==> config.mk <==
export PLATFORM = sky130hd
export DESIGN_NAME = hex_keypad_entry
export DESIGN_NICKNAME = d
export VERILOG_FILES = /design/src/rtl/hex_keypad_entry.sv
export SDC_FILE = /design/constraint.sdc
export NUM_CORES = 1
export LEC_CHECK = 0
export CAP_MARGIN = 20
export CORE_ASPECT_RATIO = 1.1
export CORE_UTILIZATION = 55
export CTS_CLUSTER_SIZE = 30
export DETAILED_ROUTE_END_ITERATION = 16
export DONT_BUFFER_PORTS = 1
export PLACE_DENSITY_LB_ADDON = 0.3
export SLEW_MARGIN = 20
export SYNTH_ARGS = -nofsm -noshare
export SYNTH_HDL_FRONTEND = slang
export SYNTH_SLANG_ARGS = --single-unit
==> constraint.sdc <==
create_clock -name clk -period 3.8 [get_ports clk]
set_input_delay 0.38 -clock clk [delete_from_list [all_inputs] [get_ports clk]]
set_output_delay 0.38 -clock clk [all_outputs]
set_load 0.02 [all_outputs]
==> src/rtl/hex_keypad_entry.sv <==
// 4x4 hex keypad scanner with debounce; accepted digits shift into a 16-bit entry register
// exported as a 32-bit MMIO/loopback value, plus a one-cycle key event per press.
module hex_keypad_entry #(
    parameter int SCAN_DIV = 1000,
    parameter int DEBOUNCE = 4
) (
    input  logic        clk,
    input  logic        rst,
    input  logic [3:0]  row_in,
    output logic [3:0]  col_out,
    input  logic        clear,
    output logic [31:0] value_out,
    output logic        key_valid,
    output logic [3:0]  key_code,
    output logic [2:0]  digit_count
);

    localparam int DIV_W = $clog2(SCAN_DIV);
    localparam int FW    = $clog2(DEBOUNCE + 1);
    localparam logic [DIV_W-1:0] DIV_LAST = DIV_W'(SCAN_DIV - 1);
    localparam logic [FW-1:0]    DEB_N    = FW'(DEBOUNCE);

    typedef enum logic [1:0] {
        IDLE  = 2'd0,
        PRESS = 2'd1,
        HELD  = 2'd2
    } state_t;

    logic [3:0]       row_meta;
    logic [3:0]       row_sync;
    logic [DIV_W-1:0] div;
    logic [1:0]       col_idx;
    logic             sample;
    logic             frame_end;

    logic [1:0] acc_cnt;
    logic [3:0] acc_code;
    logic [2:0] col_hits;
    logic [1:0] col_row;
    logic [2:0] tot;
    logic [3:0] frame_code;
    logic       frame_empty;
    logic       frame_single;

    state_t     state, state_next;
    logic [FW-1:0] fcnt, fcnt_next;
    logic [3:0] cand, cand_next;
    logic       accept;

    logic [15:0] value;

    // Rows idle high through external pull-ups, so the synchronizer resets to "no key".
    always_ff @(posedge clk or posedge rst) begin
        if (rst) begin
            row_meta <= 4'hF;
            row_sync <= 4'hF;
        end else begin
            row_meta <= row_in;
            row_sync <= row_meta;
        end
    end

    assign sample    = (div == DIV_LAST);
    assign frame_end = sample && (col_idx == 2'd3);
    assign col_out   = ~(4'b0001 << col_idx);

    always_ff @(posedge clk or posedge rst) begin
        if (rst) begin
            div     <= '0;
            col_idx <= 2'd0;
        end else if (sample) begin
            div     <= '0;
            col_idx <= col_idx + 2'd1;
        end else begin
            div <= div + DIV_W'(1);
        end
    end

    always_comb begin
        col_hits = 3'd0;
        col_row  = 2'd0;
        for (int r = 0; r < 4; r++) begin
            if (!row_sync[r]) begin
                col_hits = col_hits + 3'd1;
                col_row  = 2'(r);
            end
        end
        tot          = {1'b0, acc_cnt} + col_hits;
        frame_code   = (col_hits != 3'd0) ? {col_row, col_idx} : acc_code;
        frame_empty  = (tot == 3'd0);
        frame_single = (tot == 3'd1);
    end

    // Per-frame running tally; a count of 2 already means MULTI, so it saturates there.
    always_ff @(posedge clk or posedge rst) begin
        if (rst) begin
            acc_cnt  <= 2'd0;
            acc_code <= 4'd0;
        end else if (sample) begin
            if (col_idx == 2'd3) begin
                acc_cnt  <= 2'd0;
                acc_code <= 4'd0;
            end else begin
                acc_cnt  <= (tot >= 3'd2) ? 2'd2 : tot[1:0];
                acc_code <= frame_code;
            end
        end
    end

    always_ff @(posedge clk or posedge rst) begin
        if (rst) begin
            state <= IDLE;
            fcnt  <= '0;
            cand  <= 4'd0;
        end else begin
            state <= state_next;
            fcnt  <= fcnt_next;
            cand  <= cand_next;
        end
    end

    always_comb begin
        state_next = state;
        fcnt_next  = fcnt;
        cand_next  = cand;
        accept     = 1'b0;
        if (frame_end) begin
            case (state)
                IDLE: begin
                    if (frame_single) begin
                        cand_next = frame_code;
                        if (DEB_N == FW'(1)) begin
                            accept     = 1'b1;
                            fcnt_next  = '0;
                            state_next = HELD;
                        end else begin
                            fcnt_next  = FW'(1);
                            state_next = PRESS;
                        end
                    end
                end
                PRESS: begin
                    if (!frame_single) begin
                        fcnt_next  = '0;
                        state_next = IDLE;
                    end else if (frame_code != cand) begin
                        cand_next = frame_code;
                        fcnt_next = FW'(1);
                    end else if (fcnt + FW'(1) == DEB_N) begin
                        accept     = 1'b1;
                        fcnt_next  = '0;
                        state_next = HELD;
                    end else begin
                        fcnt_next = fcnt + FW'(1);
                    end
                end
                HELD: begin
                    // fcnt here counts consecutive empty frames toward release.
                    if (!frame_empty) begin
                        fcnt_next = '0;
                    end else if (fcnt + FW'(1) == DEB_N) begin
                        fcnt_next  = '0;
                        state_next = IDLE;
                    end else begin
                        fcnt_next = fcnt + FW'(1);
                    end
                end
                default: begin
                    fcnt_next  = '0;
                    state_next = IDLE;
                end
            endcase
        end
    end

    always_ff @(posedge clk or posedge rst) begin
        if (rst) begin
            key_valid   <= 1'b0;
            key_code    <= 4'd0;
            value       <= 16'h0;
            digit_count <= 3'd0;
        end else begin
            key_valid <= accept;
            if (accept) begin
                key_code <= frame_code;
            end
            if (clear) begin
                value       <= 16'h0;
                digit_count <= 3'd0;
            end else if (accept) begin
                value       <= {value[11:0], frame_code};
                digit_count <= (digit_count == 3'd4) ? 3'd4 : digit_count + 3'd1;
            end
        end
    end

    assign value_out = {16'h0, value};

endmodule

==> metrics.csv, run 1 <==
stage,metric,value,unit
cts,clock_sinks,59,
timing,worst-slew-pin-transition,749,ps
timing,clock.fmax,272,MHz
drt,topRoutingLayerUsed,met4,
critical_path,cp_max_fo,13,
power,seqPwrFrac,50.1,%
placed_design,gp_congestion,0.805,
synth,synth-edff-count,0,
final_layout,seq_area,1490,sq um
synth,synth-main-ff-cell,dfrtp_1,
run_status,status,"complete, no violations",
cts,worstSkewPairLatency,350,ps
synth,yosysMostFrequentCell,dfrtp_1,
synth,synth_area_leader_cell,dfrtp_1,
global_route,gr-usage-all-layers,21.1,%
floorplanning,die_x,74.9,microns
synth,synth_area,3220,sq um
critical_path,reg2reg_slack,120,ps
cts,path_clk_slew,70,ps
timing,tns,0,ps
timing,slew_violations,0,
synth,synthXorXnorAreaFrac,5.33,%
timing,setup_viol,0,
critical_path,cp-start-kind,register,
synth,synth_area_leaders,"dfrtp_1 (40%), dfstp_2 (6.5%), ha_1 (5.1%)",
synth,ys_seq_elements,59,
final_layout,multiInputGateArea,1580,sq um
cts,clockRootBuffer,clkbuf_8,
critical_path,endpoint,key_code[2]$_DFFE_PP0P_,
final_layout,layout-drive-gt1-share,18.3,%
critical_path,required,4030,ps
floorplanning,die-area,6160,sq um
cts,numCtsBuffers,9,
synth,yosysSeqAreaShare,46.2,%
hold_path,hp-start,row_in[1],
drt,vias,2070,
drt,ant_nets,0,
drt,wl_met2,2.72,mm
final_layout,diodes,0,
drt,m1WireLength,2.62,mm
power,power.density,367,nW/um^2
timing,hold_viol,0,
power,fin_total_pwr,0.00128,W
synth,async_flop_share,100,%
global_route,grt_pass1_vias,2027,
synth,synth_cells,291,
drt,avgRoutedWirePerCell,15.0,microns
synth,yosysTopAreaCellShare,39.7,%
power,internal_power,0.000954,W
global_route,antenna_found_initial,0,
power,pwr-share-clk,39.7,%
floorplanning,rows,28,
synth,avgSynthCellArea,11.1,sq um
final_layout,fin_cells,381,
global_route,grt-ovfl-total,0,
final_layout,area_growth_syn_to_layout,8.36,%
critical_path,rr_startpoint,row_sync[0]$_DFF_PP1_,
critical_path,critPathKind,reg -> reg,
critical_path,r2r_end,key_code[2]$_DFFE_PP0P_,
critical_path,worstSetupEndpointType,register,
drt,drt_wl_total,5.71,mm
power,p_switching,0.000326,W
placed_design,dp.cells,362,
timing,fin_crit,3680,ps
power,ir_drop,0.283,mV
timing,post-route-period-util,96.9,%
flow_run,max_cap_viol_count,0,
hold_path,hold_path_class,in -> reg,
synth,synth_cell_types,59,
synth,synth_top_family_by_area,simple AND/OR/NAND/NOR gates,
synth,yosysWarnings,0,
power,combPwrFrac,10.2,%
critical_path,crit_start,row_sync[0]$_DFF_PP1_,
synth,synthAdderAreaFrac,5.68,%
synth,ys_top_cells_by_count,"dfrtp_1 (51), nor2_1 (38), buf_4 (16), mux2i_1 (16), inv_1 (14)",
power,p_leak,1.66,nW
critical_path,worstPathArrival,3910,ps
drt,met3WireLength,314,microns
timing,skew,13.1,ps
synth,synth_mux_area_share,7.78,%
cts,postCtsHoldBufs,0,
floorplanning,io_pins,51,
global_route,grt_pass1_wl,9.47,mm
drt,drt-initial-drc-count,88,
drt,drc,0,
final_layout,finalNetCount,322,
floorplanning,die_h,82.2,microns
power,switching_share,25.5,%
cts,clock_path_buffers,2,
final_layout,num-fill-cells,456,
timing,relSlewSlack,50.0,%
synth,synth_compound_area_share,9.14,%
floorplanning,initial_core_util,58.5,%
placed_design,numPortBuffers,0,
placed_design,place.detailed.hpwl,4.03,mm
synth,synth_simple_gate_area_share,18.4,%
drt,viasPerCell,5.43,
cts,cts_tree,done,
cts,cts_max_level,3,
critical_path,r2r.worst_path.cells,13,
floorplanning,core_area,5500,sq um
global_route,grt_max_degree,38,
drt,drt_first_pass_iters,4,
## repair_timing
item,CTS,global route
setup endpoints to repair,2,1
pin swaps,1,2
gates resized for setup,0,2
cloned,0,1
setup buffers,0,2
## per-stage QoR
stage               area [sq um]  hold slack (ps)  setup WS [ps]  util [%]
CTS                         3430             14.7            129      62.4
finish                      3490             34.4            119      63.4
floorplan                   3290              345           55.4         -
global placement            3260              348           64.9      59.3
global route                3490             15.5          -6.73      63.4
detailed placement          3260              350          -17.6      59.3
## sequential cells by signal, summed over array words and instances (netlist names), 3 cells and up
signal / flops
fcnt: 3
div: 10
acc_code: 4
row_meta: 4
key_code: 4
digit_count: 3
cand: 4
row_sync: 4
value: 16
## kinds of logic after synthesis
| logic type | after synthesis |
|---|---|
| other cells | 1 |
| xor+xnor | 17 |
| fa+ha+maj | 14 |
| buf+inv | 39 |
| simple gates | 97 |
| mux | 24 |
| compound gates | 40 |
| flops | 59 |
## layout by cell type, fill, tap and decap left out, drive strengths merged, types with 5 or more instances in the layout
master   n
dfstp    8
a21o     5
xnor2    7
o21ai    9
inv     14
conb    16
mux2     8
a21oi    7
clkbuf  15
buf      8
a22o     7
mux2i   16
xor2     9
nand3    7
nor2    39
nand2   11
nor4     8
nor3     5
and2     5
ha      13
dfrtp   51
## worst min-delay path by stage
stage / cells after the start / slack (ps) / end
after floorplan: 0 / 350 / row_sync[0]$_DFF_PP1_
after global placement: 0 / 350 / row_sync[3]$_DFF_PP1_
after detailed placement: 0 / 350 / row_sync[3]$_DFF_PP1_
after CTS: 0 / 10 / row_meta[1]$_DFF_PP1_
after global routing: 0 / 20 / row_meta[1]$_DFF_PP1_
final: 0 / 30 / row_meta[1]$_DFF_PP1_
## critical path, stage by stage (launching register included)
cell,delay (ps)
dfstp_2,530
inv_1,60
ha_4,270
xnor2_2,220
ha_4,240
mux2_2,270
fa_1,380
xor3_1,390
and2b_2,190
nand4_4,120
nor4_4,220
buf_4,180
buf_12,150
mux2_2,340
## power groups by stage
stage                     clock (W)  sequential, W  combinational (W)
after floorplan                   0       0.000648           0.000120
after global placement            0       0.000652           0.000124
after detailed placement          0       0.000652           0.000124
after CTS                  0.000520       0.000641           0.000125
after global routing       0.000545       0.000641           0.000146
final                      0.000508       0.000641           0.000131
## layout make-up
type,instances,area share (%)
inverter,14,1.51
tap,75,2.69
multi-input combinational,208,45.4
clock inverter,2,0.287
sequential,59,42.6
clock buffer,14,4.67
timing repair buffer,9,2.80
## layer usage
metal	vias up	GRT usage (%)
met2	41	32.9
met4	0	7.92
met3	7	7.89
li1	998	-
met5	-	0
met1	1024	26.9
(Power assumes the default switching activity.)
==> inputs of run 2 (changes only) <==
--- a/config.mk
+++ b/config.mk
@@ -18 +18,2 @@
 export SYNTH_SLANG_ARGS = --single-unit
+export TNS_END_PERCENT = 100
==> constraint.sdc (replaced) <==
create_clock -name clk -period 3.8 [get_ports clk]
set_input_delay 0.57 -clock clk [delete_from_list [all_inputs] [get_ports clk]]
set_output_delay 0.57 -clock clk [all_outputs]
set_load 0.02 [all_outputs]
==> run 2 against run 1 <==
Against the previous run: die area is the same; count of clock-buffer cells in the layout shrank 2; clock power shrank 5.5%; wire length shrank 1.3%; worst hold slack gained 190 ps; largest cell class unchanged; sequential cell count is the same; non-clock buffer count is the same; fmax grew 3.7%; register-to-register slack gained 130 ps; final cell count shrank 0.26%; critical endpoint is now key_code[3]$_DFFE_PP0P_; design area shrank 0.68%; via count shrank 1.2%.
==> metrics.csv, run 2 (synthesis gave the netlist of run 1 again) <==
stage,metric,value,unit,change
run_status,status,"complete, no violations",,
drt,vias,2046,,-1.2%
timing,worst-slew-pin-transition,860,ps,+111 ps
placed_design,place.detailed.hpwl,3.96,mm,-1.9%
drt,viasPerCell,5.38,,-0.90%
critical_path,rr_startpoint,row_sync[0]$_DFF_PP1_,,
cts,cts_tree,done,,
floorplanning,die_h,82.2,microns,unchanged
placed_design,place_ws,-17.0,ps,+0.613 ps
critical_path,worstSetupEndpointType,register,,
cts,cts_max_level,3,,unchanged
critical_path,path_cells,inv_1 > ha_4 > xnor2_2 > ha_1 > mux2_2 > fa_1 > xor3_1 > and2b_2 > nand4_4 > nor4_4 > buf_4 > buf_12 > mux2_2,,
cts,path_clk_slew,70,ps,about the same
cts,ctsResizeCount,0,,unchanged
cts,numCtsBuffers,9,,unchanged
global_route,grt_max_degree,51,,+34%
floorplanning,initial_core_util,58.5,%,unchanged
timing,slew_violations,0,,unchanged
critical_path,worstPathArrival,3770,ps,-140 ps
final_layout,layout-drive-gt1-share,18.0,%,-0.27 points
critical_path,cp_max_fo,13,,unchanged
final_layout,finalNetCount,322,,unchanged
floorplanning,io_pins,51,,unchanged
timing,relSlewSlack,42.6,%,-7.4 points
cts,worstSkewPairLatency,340,ps,about the same
critical_path,max_stage_delay,530,ps,about the same
critical_path,reg2reg_slack,250,ps,+130 ps
drt,drt-initial-drc-count,141,,+60%
power,p_leak,1.66,nW,-0.31%
critical_path,r2r_end,key_code[3]$_DFFE_PP0P_,,
flow_run,max_cap_viol_count,0,,unchanged
cts,clock_sinks,59,,unchanged
cts,clockRootBuffer,clkbuf_8,,
timing,clock.fmax,282,MHz,+3.7%
drt,avgRoutedWirePerCell,14.8,microns,-1.1%
timing,hold-worst-slack,221,ps,+187 ps
final_layout,regMostFlops,value,,
critical_path,cp-start-kind,register,,
power,fin_total_pwr,0.00125,W,-2.3%
final_layout,num-fill-cells,477,,+4.6%
global_route,antenna_found_initial,0,,unchanged
final_layout,fin_cells,380,,-0.26%
critical_path,r2r.worst_path.cells,13,,unchanged
power,ir_drop,0.261,mV,-7.7%
floorplanning,rows,28,,unchanged
final_layout,final_core_util,62.9,%,-0.43 points
hold_path,min_to,row_meta[1]$_DFF_PP1_,,
floorplanning,die-area,6160,sq um,unchanged
timing,fin_ws,251,ps,+132 ps
hold_path,hp-start,row_in[1],,
placed_design,numPortBuffers,0,,unchanged
hold_path,hold_path_class,in -> reg,,
cts,clock_path_buffers,2,,unchanged
hold_path,holdPathStages,0,,unchanged
global_route,grt_pass1_vias,1960,,-3.3%
timing,fin_crit,3550,ps,-132 ps
global_route,grt-ovfl-total,0,,unchanged
final_layout,diodes,0,,unchanged
global_route,gr-usage-all-layers,20.8,%,-0.37 points
critical_path,crit_top_cell,mux2_2,,
drt,drc,0,,unchanged
drt,drt_wl_total,5.64,mm,-1.3%
critical_path,required,4020,ps,about the same
placed_design,gp_congestion,0.786,,-2.4%
timing,setup_viol,0,,unchanged
critical_path,critPathKind,reg -> reg,,
final_layout,reg_top3,"value: 16 flops, div: 10 flops",,
final_layout,largest_reg_flops,16,,unchanged
power,power.density,361,nW/um^2,-1.6%
global_route,grt_pass1_wl,9.31,mm,-1.7%
final_layout,layout_commonest_cell,dfrtp_1,,
final_layout,area_growth_syn_to_layout,7.62,%,
final_layout,layout_common_cells,"dfrtp_1 (51), nor2_1 (38), mux2i_1 (16), conb_1 (16), inv_1 (13)",,
critical_path,crit_slowest_cell,dfstp_2,,
timing,hold_viol,0,,unchanged
placed_design,dp.cells,362,,unchanged
drt,ant_nets,0,,unchanged
timing,post-route-period-util,93.4,%,-3.5 points
drt,drt_first_pass_iters,4,,unchanged
floorplanning,die_x,74.9,microns,unchanged
timing,skew,9.38,ps,-3.73 ps
floorplanning,core_area,5500,sq um,unchanged
timing,rsz0062_at_grt,no,,
==> run 2: critical path, delay by kind of cell (launching register included) <==
kind	cells	cell delay, ps
xor gates and xnor gates	2	370
adders and majority gates	3	1010
buffers and inverters	3	390
DFF	1	530
muxes	2	630
and+or+nand+nor	3	520
==> run 2: per-stage QoR <==
stage               area [sq um]  setup TNS (ps)
global route                3460               0
floorplan                   3290               0
global placement            3260               0
CTS                         3420               0
detailed placement          3260           -29.3
finish                      3460               0
==> run 2: how the worst max path moves through the flow <==
| stage | startpoint | endpoint | slack, ps | depth (start not counted) |
|---|---|---|---|---|
| final | row_sync[0]$_DFF_PP1_ | key_code[3]$_DFFE_PP0P_ | 250 | 13 |
| after global routing | row_sync[1]$_DFF_PP1_ | key_code[3]$_DFFE_PP0P_ | 110 | 13 |
| after CTS | row_sync[0]$_DFF_PP1_ | key_code[3]$_DFFE_PP0P_ | 140 | 12 |
| after detailed placement | row_sync[0]$_DFF_PP1_ | key_code[3]$_DFFE_PP0P_ | -20 | 12 |
| after global placement | row_sync[0]$_DFF_PP1_ | key_code[3]$_DFFE_PP0P_ | 70 | 12 |
| after floorplan | row_sync[0]$_DFF_PP1_ | value[15]$_DFFE_PP0P_ | 60 | 13 |
==> run 2: area by class of cell <==
class                   instances  area, sq um  area share [%]
well taps                      75         93.8            2.71
clock buffers                  12          145            4.19
flip-flops and latches         59         1490            42.9
repair buffers                  9         97.6            2.82
inverters                      14         53.8            1.55
multi-input cells             208         1570            45.4
clock inverters                 3         15.0           0.434
==> run 2: timing repair <==
item | in CTS | in global routing
hold buffers | 0 | 0
endpoints found under the hold margin | 0 | 0
setup endpoints to repair | 1 | 2
buffers inserted | 0 | 2
gates cloned | 0 | 1
pin swaps | 1 | 2
==> run 2: metal layers <==
metal  up-vias  track usage, %  wire length (microns)
met2        43            31.3                   2660
met3         9            6.43                    283
met1       992            27.2                   2590
met5         -               0                      0
met4         0            10.2                    104
li1       1002               -                      -
==> run 2: report_power, final <==
part	total [W]	internal [W]	switching, W	leakage [nW]
registers	0.000641	0.000636	0.00000461	0.783
clock network	0.000480	0.000247	0.000233	0.0860
logic	0.000129	0.0000457	0.0000835	0.789
